### config.mk
export PLATFORM = sky130hd
export DESIGN_NAME = timer8_apb_top
export DESIGN_NICKNAME = d
export VERILOG_FILES = /design/src/rtl/timer8_apb_top.sv
export SDC_FILE = /design/constraint.sdc
export NUM_CORES = 1
export LEC_CHECK = 0
export BUFFER_PORTS_ARGS = -buffer_cell sky130_fd_sc_hd__buf_2
export CORE_UTILIZATION = 60
export CTS_CLUSTER_SIZE = 28
export DETAILED_ROUTE_END_ITERATION = 10
export PLACE_DENSITY = 0.8
export SYNTH_ARGS = -nofsm -noshare
export SYNTH_HDL_FRONTEND = slang
export SYNTH_SLANG_ARGS = --single-unit
### constraint.sdc
create_clock -name pclk -period 7.5 [get_ports pclk]
set_input_delay 1.5 -clock pclk [delete_from_list [all_inputs] [get_ports pclk]]
set_output_delay 1.5 -clock pclk [all_outputs]
set_load 0.05 [all_outputs]
### src/rtl/timer8_apb_top.sv
// timer8_apb_top: 8-bit up/down timer with prescaler, sticky flags and APB3 register interface
module timer8_apb_top #(
    parameter int ADDR_W = 8,
    parameter int DATA_W = 8
) (
    input  logic              pclk,
    input  logic              presetn,
    input  logic              psel,
    input  logic              penable,
    input  logic              pwrite,
    input  logic [ADDR_W-1:0] paddr,
    input  logic [DATA_W-1:0] pwdata,
    output logic [DATA_W-1:0] prdata,
    output logic              pready,
    output logic              interrupt
);
    logic [7:0] tdr, cnt;
    logic       load, dir, en;
    logic [1:0] cks, tsr, tie;
    logic [2:0] pre;
    logic       wr, wr_tdr, wr_tcr, wr_tsr, wr_tie, tick, run, set_ovf, set_udf;
    always_comb begin
        wr      = psel & penable & pwrite;
        wr_tdr  = wr & (paddr == ADDR_W'(0));
        wr_tcr  = wr & (paddr == ADDR_W'(1));
        wr_tsr  = wr & (paddr == ADDR_W'(2));
        wr_tie  = wr & (paddr == ADDR_W'(3));
        tick    = cks == 2'd0 ? 1'b1 : cks == 2'd1 ? pre[0] : cks == 2'd2 ? &pre[1:0] : &pre;
        run     = en & ~load & tick;
        set_ovf = run & ~dir & (cnt == 8'hff);
        set_udf = run & dir & (cnt == 8'h00);
    end
    // hardware flag set wins over a same-edge W1C clear
    always_ff @(posedge pclk or posedge presetn) begin
        if (presetn) begin
            tdr  <= '0;
            cnt  <= '0;
            load <= 1'b0;
            dir  <= 1'b0;
            en   <= 1'b0;
            cks  <= '0;
            tsr  <= '0;
            tie  <= '0;
            pre  <= '0;
        end else begin
            if (wr_tdr) tdr <= pwdata;
            if (wr_tcr) {load, dir, en, cks} <= {pwdata[7], pwdata[5:4], pwdata[1:0]};
            if (wr_tie) tie <= pwdata[1:0];
            tsr <= {set_udf, set_ovf} | (tsr & ~(wr_tsr ? pwdata[1:0] : 2'b00));
            pre <= (wr_tcr | ~en | load) ? 3'd0 : pre + 3'd1;
            cnt <= load ? tdr : run ? (dir ? cnt - 8'd1 : cnt + 8'd1) : cnt;
        end
    end
    always_comb begin
        prdata    = !(psel && !pwrite) ? '0 :
                    paddr == ADDR_W'(0) ? tdr :
                    paddr == ADDR_W'(1) ? {load, 1'b0, dir, en, 2'b00, cks} :
                    paddr == ADDR_W'(2) ? {6'd0, tsr} :
                    paddr == ADDR_W'(3) ? {6'd0, tie} :
                    paddr == ADDR_W'(4) ? cnt : '0;
        pready    = psel & penable;
        interrupt = |(tsr & tie);
    end
endmodule

==> summary.md, run 1 <==
| Metric | Value |
|---|---|
| Maximum frequency from static timing analysis | 0.202 GHz |
| Clock input transition at the sequential cells of the worst setup and hold paths | 140 ps |
| Remaining number of nets flagged by the antenna check after routing | 0 |
| Areal power density over the cells | 132 nW/µm² |
| Clock Path Buffers | 2 |
| Number of library cell types mapped by synthesis | 45 |
| Critical-path maximum fanout | 4 |
| Proportion of netlist area held by the largest area contributor | 38.4% |
| Kind of critical path | input port to primary output |
| Static Leak | 1.01 nW |
| Total routing usage reported by global routing | 27.1% |
| Number of flops mapped to enable cells by yosys | 0 |
| Startpoint class of the critical path | input port |
| Core ar. | 2830 µm² |
| CTS root buf | clkbuf_4 |
| Number of iterations in the first detailed-routing pass | 4 |
| Ports | 31 |
| Synthesized Nets | 224 |
| Routed via count | 1605 |
| Slowest stage cell, crit path | or4_4 |
| Per-cell via count in the routed design | 6.37 |
| Detailed router's first-iteration violation count | 128 |
| Setup skew after layout | 10.5 ps |
| Instance area at placement | 1990 µm² |
| Global-route wire length before repair | 6890 µm |
| Final Worst Setup Slack | 2550 ps |
| Routability-driven placement congestion ratio | 0.888 |
| Largest stage delay on the critical path | 560 ps |
| Leading cell types by count after synthesis | dfrtp_1 (28), nor2_1 (17), a21oi_1 (16), mux2_2 (16), nor3_1 (13) |
| Clock tree from TritonCTS | built |
| Least-Margin Pin Slew | 1020 ps |
| Largest net degree at the start of global routing | 29 |
| Final Max Slew Viols | 0 |
| Period minus WS final | 4950 ps |
| Starting density of the core | 64.5% |
| Largest cells by area after synthesis | dfrtp_1 (38%), mux2_2 (9.9%), ha_1 (5.5%), a21oi_1 (4.4%), nor3_1 (3.6%) |
| Setup repair after global routing missed its margin | no |
| Max Cap Viol | 0 |
| Layout net count | 252 |
| Area overhead of the layout relative to synthesis | 10.9% |
| Die H | 57.2 µm |
| Cell with the most instances after synthesis | dfrtp_1 |
| Port-buffer cells | 30 |
| Max_slew headroom | 32.1% |
| #FFs+latches synth | 28 |
| Synth async-reset ratio | 100% |
| CTS HTree Levels | 1 |
| Global route total overflow | 0 |
| Hold-fix buffer count after cts | 0 |
| Most instantiated flip-flop cell in the synthesis netlist | dfrtp_1 |
| Die outline width | 57.2 µm |
| Placement-stage worst setup slack | 2560 ps |
| Portion of the post-synthesis area used by sequential elements | 38.4% |
| Final hold violation count | 0 |
| Hold Path Depth | 1 |
| Total number of placement rows | 19 |
| Number of buffers added for setup after CTS | 0 |
| Later-pin clock latency in the skew report | 320 ps |
| Num Clock Sinks | 28 |
| Final Routed Wirelength | 4180 µm |
| Kind of capture point of the worst setup path | primary output |
| Cell count after placement | 248 |
| Cell count after synthesis | 194 |
| HP Class | flop to flop |
| Maximum ir drop on the vdd rail | 0.0000827 V |
| Number of warnings issued by yosys | 0 |
| Antenna cells | 0 |
| R2r worst-path depth | 6 |
| Number of CTS-inserted buffers | 3 |
| Required time of the critical path | 6000 ps |
| DPL Wire Length | 3130 µm |
| Proportion of layout cells with a drive suffix above 1 | 24.4% |
| Setup TNS | 0 ps |
| Series of cell instances along the critical path | buf_2 -> or4_4 -> or4b_4 -> or2_1 -> nor3_1 -> buf_2 |
| Outcome | finished clean |
| Cell type with the highest occurrence count on the critical path | buf_2 |
| Syn avg cell area | 9.41 µm² |
| Area enclosed by the die boundary | 3270 µm² |
| Cell area after layout | 2020 µm² |
| Setup Viol. Count Final | 0 |
| Cell accounting for the most synthesized area | dfrtp_1 |
| Worst EP arrival | 3450 ps |
| Final cell count without fillers | 252 |
| Finished Core Util | 71.6% |
| Post-CTS sizing | 0 |
| Antenna violations before repair | 0 |
| Netlist area before placement | 1830 µm² |
| Vias in the first global route | 1508 |
| Ratio of final minimum period to clock period | 65.9% |
| Routed len/inst | 16.6 µm |
| DRC violation count after routing | 0 |
[cell families (layout without fill, tap and decap cells)]
kind of cell | after synthesis | count (layout) | synth area share (%)
AOI/OAI and AO/OA | 48 | 48 | 16.9
muxes | 22 | 22 | 13.2
adders and majority gates | 9 | 9 | 6.58
xor gates and xnor gates | 1 | 1 | 0.480
DFF | 28 | 28 | 38.4
buffers and inverters | 17 | 44 | 3.50
and+or+nand+nor | 69 | 69 | 21.0
[flip-flops by register name, summed over array words and instances (netlist names)]
signal	count
cnt	8
tdr	8
pre	3
cks	2
tie	2
tsr	2
dir	1
en	1
load	1
[placed cells by master (no fill, tap or decap), types with 3 or more instances in the layout]
cell       netlist  layout
buf_2            0      30
dfrtp_1         28      28
nor2_1          17      17
mux2_2          16      16
a21oi_1         16      16
nor3_1          13      13
nand2_1         11      11
o21ai_0         11      11
inv_1           10      10
ha_1             8       8
mux2i_1          6       6
nand3_1          4       4
nand4_1          4       4
a211oi_1         3       3
a2111oi_0        3       3
a22o_1           3       3
clkbuf_4         0       3
[power by group]
| part | switching [mW] | internal [mW] |
|---|---|---|
| Clock | 0.0428 | 0.0297 |
| Combinational | 0.0207 | 0.0142 |
| Sequential | 0.00556 | 0.155 |
[path summary, 6_finish.rpt]
kind / from / end / slack (ps)
worst max-delay path: paddr[5] / prdata[4] / 2550
worst max register to register: dir / cnt[7] / 5100
max in group asynchronous: presetn / cnt[7] / 5500
min in group asynchronous: presetn / tie[0] / 1390
worst min register to register: pre[0] / pre[0] / 470
worst min-delay path: pre[0] / pre[0] / 470
[worst max-delay path, delay by kind of cell]
family / cells / cell delay [ps]
buffers and inverters: 2 / 380
AND/OR/NAND/NOR: 4 / 1550
[per-layer routing]
| metal | GRT usage (%) | vias to the layer above | part of all wire (%) |
|---|---|---|---|
| met3 | 4.54 | 6 | 6.2 |
| met4 | 4.53 | 0 | 0.60 |
| met2 | 47.2 | 67 | 51 |
| li1 | - | 773 | - |
| met1 | 36.2 | 759 | 42 |
| met5 | 0 | - | 0 |
[cell type report]
class | count | area, µm²
Sequential cell | 28 | 701
Tap cell | 31 | 38.8
Multi-Input combinational cell | 149 | 1060
Clock buffer | 4 | 36.3
Fill cell | 230 | 805
Inverter | 10 | 37.5
Timing Repair Buffer | 30 | 150
[through the flow]
stage	power, mW	hold WS, ps
after global routing	0.279	501
after CTS	0.270	475
after global placement	0.197	447
after detailed placement	0.198	456
after floorplan	0.186	427
final	0.268	474
Note: power is estimated with default switching activity, not from simulation.
==> run 2: changes to the inputs <==
Settings changed: CORE_UTILIZATION 60 to 56, PLACE_DENSITY 0.8 to 0.76.
Clock period 7.5 ns to 4.75 ns, I/O delays scaled along.
==> run 2 against run 1 <==
Against the previous run:
- cell area up 1.7%
- setup slack worse by 1700 ps
- register-to-register slack worse by 2800 ps
- first-iteration DRC count up 16%
- sequential share of layout area down 0.57 points
- critical path depth unchanged
- global-route usage down 1.4 points
- die area up 6.9%
- clock-buffer cell count down 1
- core utilization down 4.7 points
- largest cell class unchanged
- highest routed layer unchanged
==> summary.md, run 2 (same netlist as run 1, synthesis figures left out) <==
| Metric | Value |
|---|---|
| Later-pin clock latency in the skew report | 340 ps |
| Setup Viol. Count Final | 0 |
| Core ar. | 3080 µm² |
| Part of the power in registers | 54.3% |
| Maximum frequency from static timing analysis | 0.259 GHz |
| Commonest non-fill, non-tap cell in the layout | buf_2 |
| Areal power density over the cells | 227 nW/µm² |
| Maximum ir drop on the vdd rail | 0.000199 V |
| Dominant delay contributor by cell family on the critical path | simple AND/OR/NAND/NOR gates |
| Clock tree from TritonCTS | built |
| Per-cell via count in the routed design | 5.99 |
| Largest stage delay on the critical path | 550 ps |
| DPL Wire Length | 3090 µm |
| Antenna cells | 0 |
| Post-CTS sizing | 0 |
| Setup skew after layout | 6.50 ps |
| Clock group share of total power | 33.9% |
| Remaining number of nets flagged by the antenna check after routing | 0 |
| Routed len/inst | 15.6 µm |
| P_int | 353 µW |
| CTS root buf | clkbuf_4 |
| Ports | 31 |
| Final Routed Wirelength | 4130 µm |
| Total number of placement rows | 20 |
| Number of buffer and inverter stages on the critical path | 2 |
| Routed via count | 1587 |
| Setup TNS | 0 ps |
| Outcome | finished clean |
| CTS HTree Levels | 1 |
| Starting density of the core | 59.3% |
| Area overhead of the layout relative to synthesis | 12.7% |
| Ratio of final minimum period to clock period | 81.4% |
| Regs by FF count | cnt x8, tdr x8, pre x3 |
| Worst EP arrival | 2920 ps |
| Top Layer Used | met4 |
| Global-route wire length before repair | 6710 µm |
| Critical-path maximum fanout | 4 |
| Routability-driven placement congestion ratio | 0.864 |
| Hold-fix buffer count after cts | 0 |
| Slowest stage cell, crit path | or4_4 |
| Clock Path Buffers | 2 |
| Global route total overflow | 0 |
| Static Leak | 1.02 nW |
| Clock input transition at the sequential cells of the worst setup and hold paths | 150 ps |
| Cell type with the highest occurrence count on the critical path | buf_2 |
| Max_slew headroom | 29.2% |
| Combinational share of power | 11.8% |
| Net switching power of the design | 115 µW |
| Port-buffer cells | 30 |
| Final hold violation count | 0 |
| Proportion of layout cells with a drive suffix above 1 | 24.4% |
| Setup repair after global routing missed its margin | no |
| Met3 layer wire length in the routed design | 146 µm |
| Area enclosed by the die boundary | 3490 µm² |
| Period minus WS final | 3870 ps |
| Largest net degree at the start of global routing | 29 |
| Startpoint class of the critical path | input port |
| Die H | 59.1 µm |
| Kind of critical path | input port to primary output |
| Placement-stage worst setup slack | 891 ps |
| Vias in the first global route | 1498 |
| Antenna violations before repair | 0 |
| Number of CTS-inserted buffers | 3 |
| DRC violation count after routing | 0 |
| HP Class | flop to flop |
| Final Max Slew Viols | 0 |
| Num Clock Sinks | 28 |
| Least-Margin Pin Slew | 1060 ps |
| Net switching share of the total power | 24.7% |
| Final Worst Setup Slack | 883 ps |
| Total routing usage reported by global routing | 25.7% |
| Required time of the critical path | 3800 ps |
| R2R Setup Slk | 2270 ps |
| Met2 routed WL | 2050 µm |
| Number of buffers added for setup after CTS | 0 |
| Kind of capture point of the worst setup path | primary output |
| Number of iterations in the first detailed-routing pass | 4 |
| Fill count | 251 |
| Die outline width | 59.1 µm |
| Met1 wire length | 1900 µm |
| Detailed router's first-iteration violation count | 148 |
| Series of cell instances along the critical path | buf_2 -> or4_4 -> or4b_4 -> or2_1 -> nor3_1 -> buf_2 |
| Layout net count | 252 |
| Leading cell types in the layout, fill and taps excluded | buf_2 (30), dfrtp_1 (28), nor2_1 (17) |
| Max Cap Viol | 0 |
==> run 2: changes by cell type in the layout (fill, tap and decap cells not counted) <==
cell       change
bufinv_16      +1
clkbuf_8       -1
a2111oi_0      -1
a2111oi_1      +1
==> run 2: worst paths after layout <==
kind | endpoint | from | depth (start not counted)
hold reg to reg | pre[0] | pre[0] | 1
hold / removal | pre[0] | pre[0] | 1
max in group asynchronous | en | presetn | 2
setup reg to reg | cnt[7] | dir | 6
setup / recovery | prdata[7] | paddr[5] | 6
min in group asynchronous | pre[0] | presetn | 2
==> run 2: worst register-to-register path, cell delays in order (launching register included) <==
cell and delay (ps):
dfrtp_1 620, ha_1 330, a211oi_1 430, o211ai_1 220, a2111oi_0 530, a311oi_1 110, o311ai_0 120
==> run 2: final cells by class <==
cell class | instances | area (µm²) | area share, %
clock buffers | 3 | 22.5 | 1.09
flip-flops and latches | 28 | 701 | 34.0
clock inverters | 1 | 30.0 | 1.46
inverters | 10 | 37.5 | 1.82
well taps | 44 | 55.1 | 2.67
multi-input cells | 149 | 1060 | 51.6
repair buffers | 30 | 150 | 7.29
==> run 2: power by group through the flow <==
stage / combinational, mW / sequential (mW) / clock, mW
floorplan: 0.0385 / 0.255 / 0
global placement: 0.0531 / 0.258 / 0
detailed placement: 0.0550 / 0.259 / 0
CTS: 0.0551 / 0.254 / 0.163
global route: 0.0616 / 0.256 / 0.171
finish: 0.0550 / 0.254 / 0.159
==> run 2: per-stage QoR <==
step	area [µm²]	total power [mW]	std cells	utilization [%]	hold WS, ps
CTS	2060	0.472	265	66.9	470
detailed placement	2010	0.314	261	65.2	452
global route	2060	0.488	265	66.9	500
floorplan	1830	0.293	194	-	427
finish	2060	0.468	265	66.9	465
global placement	2010	0.311	261	65.2	446
==> run 2: routing by layer <==
layer / vias up / global-route usage [%]
met5: - / 0
met4: 0 / 9.86
met3: 4 / 3.28
met2: 43 / 41.9
met1: 764 / 34.9
li1: 776 / -
==> run 3: changes to the inputs <==
Clock period 4.75 ns to 3.7 ns, I/O delays scaled along.
==> run 3 against run 2 <==
Against the previous run:
- core utilization up 0.16 points
- sequential share of layout area shrank 0.083 points
- sequential power up 28%
- die area stayed put
- first-iteration DRC count fell by 20%
- sequential cell count unchanged
==> summary.md, run 3 (same netlist as run 1, synthesis figures left out) <==
| Metric | Value |
|---|---|
| Per-cell via count in the routed design | 6.10 |
| Least-Margin Pin Slew | 1080 ps |
| Global route total overflow | 0 |
| Post-CTS sizing | 0 |
| Area enclosed by the die boundary | 3490 µm² |
| Areal power density over the cells | 291 nW/µm² |
| Ratio of final minimum period to clock period | 93.6% |
| Kind of critical path | input port to primary output |
| Area overhead of the layout relative to synthesis | 13.0% |
| Period minus WS final | 3460 ps |
| Routed len/inst | 16.0 µm |
| Ports | 31 |
| Met2 global-route usage | 43.3% |
| Maximum frequency from static timing analysis | 0.289 GHz |
| Global-route wire length before repair | 7000 µm |
| Max Cap Viol | 0 |
| Total number of placement rows | 20 |
| Startpoint class of the critical path | input port |
| Worst EP arrival | 2720 ps |
| Setup repair after global routing missed its margin | no |
| Number of CTS-inserted buffers | 3 |
| Die H | 59.1 µm |
| Clock tree from TritonCTS | built |
| Core ar. | 3080 µm² |
| Kind of capture point of the worst setup path | primary output |
| Final hold violation count | 0 |
| Final Routed Wirelength | 4240 µm |
| Outcome | finished clean |
| Vias in the first global route | 1496 |
| Antenna cells | 0 |
| Met1 track demand over resource in global routing | 38.5% |
| Maximum ir drop on the vdd rail | 0.000239 V |
| Combinational share of power | 12.0% |
| Hold Slack | 471 ps |
| GR Layer Usage met3 | 2.40% |
| Required time of the critical path | 2960 ps |
| Largest net degree at the start of global routing | 29 |
| Number of buffers added for setup after CTS | 0 |
| Clock Path Buffers | 2 |
| Port-buffer cells | 30 |
| Fill count | 256 |
| Leading cell types in the layout, fill and taps excluded | buf_2 (30), dfrtp_1 (28), nor2_1 (17) |
| Number of iterations in the first detailed-routing pass | 4 |
| Clock group share of total power | 33.7% |
| Antenna violations before repair | 0 |
| Regs by FF count | cnt x8, tdr x8, pre x3 |
| Net switching power of the design | 147 µW |
| DRC violation count after routing | 0 |
| Proportion of layout cells with a drive suffix above 1 | 24.9% |
| Clock input transition at the sequential cells of the worst setup and hold paths | 160 ps |
| Hold-fix buffer count after cts | 0 |
| Critical-path maximum fanout | 4 |
| Routability-driven placement congestion ratio | 0.899 |
| Die outline width | 59.1 µm |
| Net switching share of the total power | 24.5% |
| DPL Wire Length | 3210 µm |
| Num Clock Sinks | 28 |
| Routed via count | 1617 |
| CTS HTree Levels | 1 |
| Commonest non-fill, non-tap cell in the layout | buf_2 |
| Setup skew after layout | 6.82 ps |
| Starting density of the core | 59.3% |
| Setup TNS | 0 ps |
| Max_slew headroom | 28.1% |
| Static Leak | 1.02 nW |
| Layout net count | 252 |
| HP Class | flop to flop |
| Global routing's busiest layer | met2 |
| Remaining number of nets flagged by the antenna check after routing | 0 |
| Final Max Slew Viols | 0 |
| Part of the power in registers | 54.3% |
| Setup Viol. Count Final | 0 |
| Detailed router's first-iteration violation count | 118 |
| CTS root buf | clkbuf_4 |
| P_int | 453 µW |
| Total routing usage reported by global routing | 26.9% |
| Later-pin clock latency in the skew report | 330 ps |
-- run 3: cell types whose count changed in the layout (fill, tap and decap cells not counted) --
cell	before	now
a2111oi_1	1	0
a2111oi_2	0	1
-- run 3: layer usage --
metal / wire length, µm / vias up / part of all wire [%]
met5: 0 / - / 0
met4: 28 / 0 / 0.66
met3: 220 / 4 / 5.2
met2: 2120 / 54 / 50
met1: 1870 / 786 / 44
li1: - / 773 / -
-- run 3: worst max-delay path: stages --
cell and delay, ps:
buf_2 100, or4_4 560, or4b_4 540, or2_1 260
nor3_1 220, buf_2 300
-- run 3: power groups by stage --
stage	clock network (mW)	registers (mW)	logic, mW
4_1_cts	0.206	0.326	0.0718
6_report	0.202	0.326	0.0717
3_3_place_gp	0	0.331	0.0686
2_1_floorplan	0	0.327	0.0500
5_1_grt	0.213	0.328	0.0828
3_5_place_dp	0	0.332	0.0714
-- run 3: final cells by class --
| class | count | area (µm²) | area share, % |
|---|---|---|---|
| multi-input combinational | 149 | 1070 | 51.7 |
| sequential | 28 | 701 | 34.0 |
| timing repair buffer | 30 | 150 | 7.28 |
| tap | 44 | 55.1 | 2.67 |
| inverter | 10 | 37.5 | 1.82 |
| clock inverter | 1 | 30.0 | 1.46 |
| clock buffer | 3 | 22.5 | 1.09 |
-- run 3: path summary, 6_finish.rpt --
path	cells after the start	slack [ps]	to	from
setup / recovery	6	240	prdata[4]	paddr[5]
hold / removal	1	470	pre[0]	pre[0]
setup reg to reg	6	1350	cnt[7]	dir
hold reg to reg	1	470	pre[0]	pre[0]
max in group asynchronous	2	2410	tdr[1]	presetn
min in group asynchronous	2	640	en	presetn
-- run 3: through the flow --
step	cells	instance area (µm²)	setup WS, ps	utilization [%]	power (mW)
2_1_floorplan	194	1830	-193	-	0.377
3_3_place_gp	261	2010	321	65.3	0.400
3_5_place_dp	261	2010	240	65.3	0.403
4_1_cts	265	2060	233	67.0	0.604
5_1_grt	265	2060	180	67.0	0.624
6_report	265	2060	236	67.0	0.600
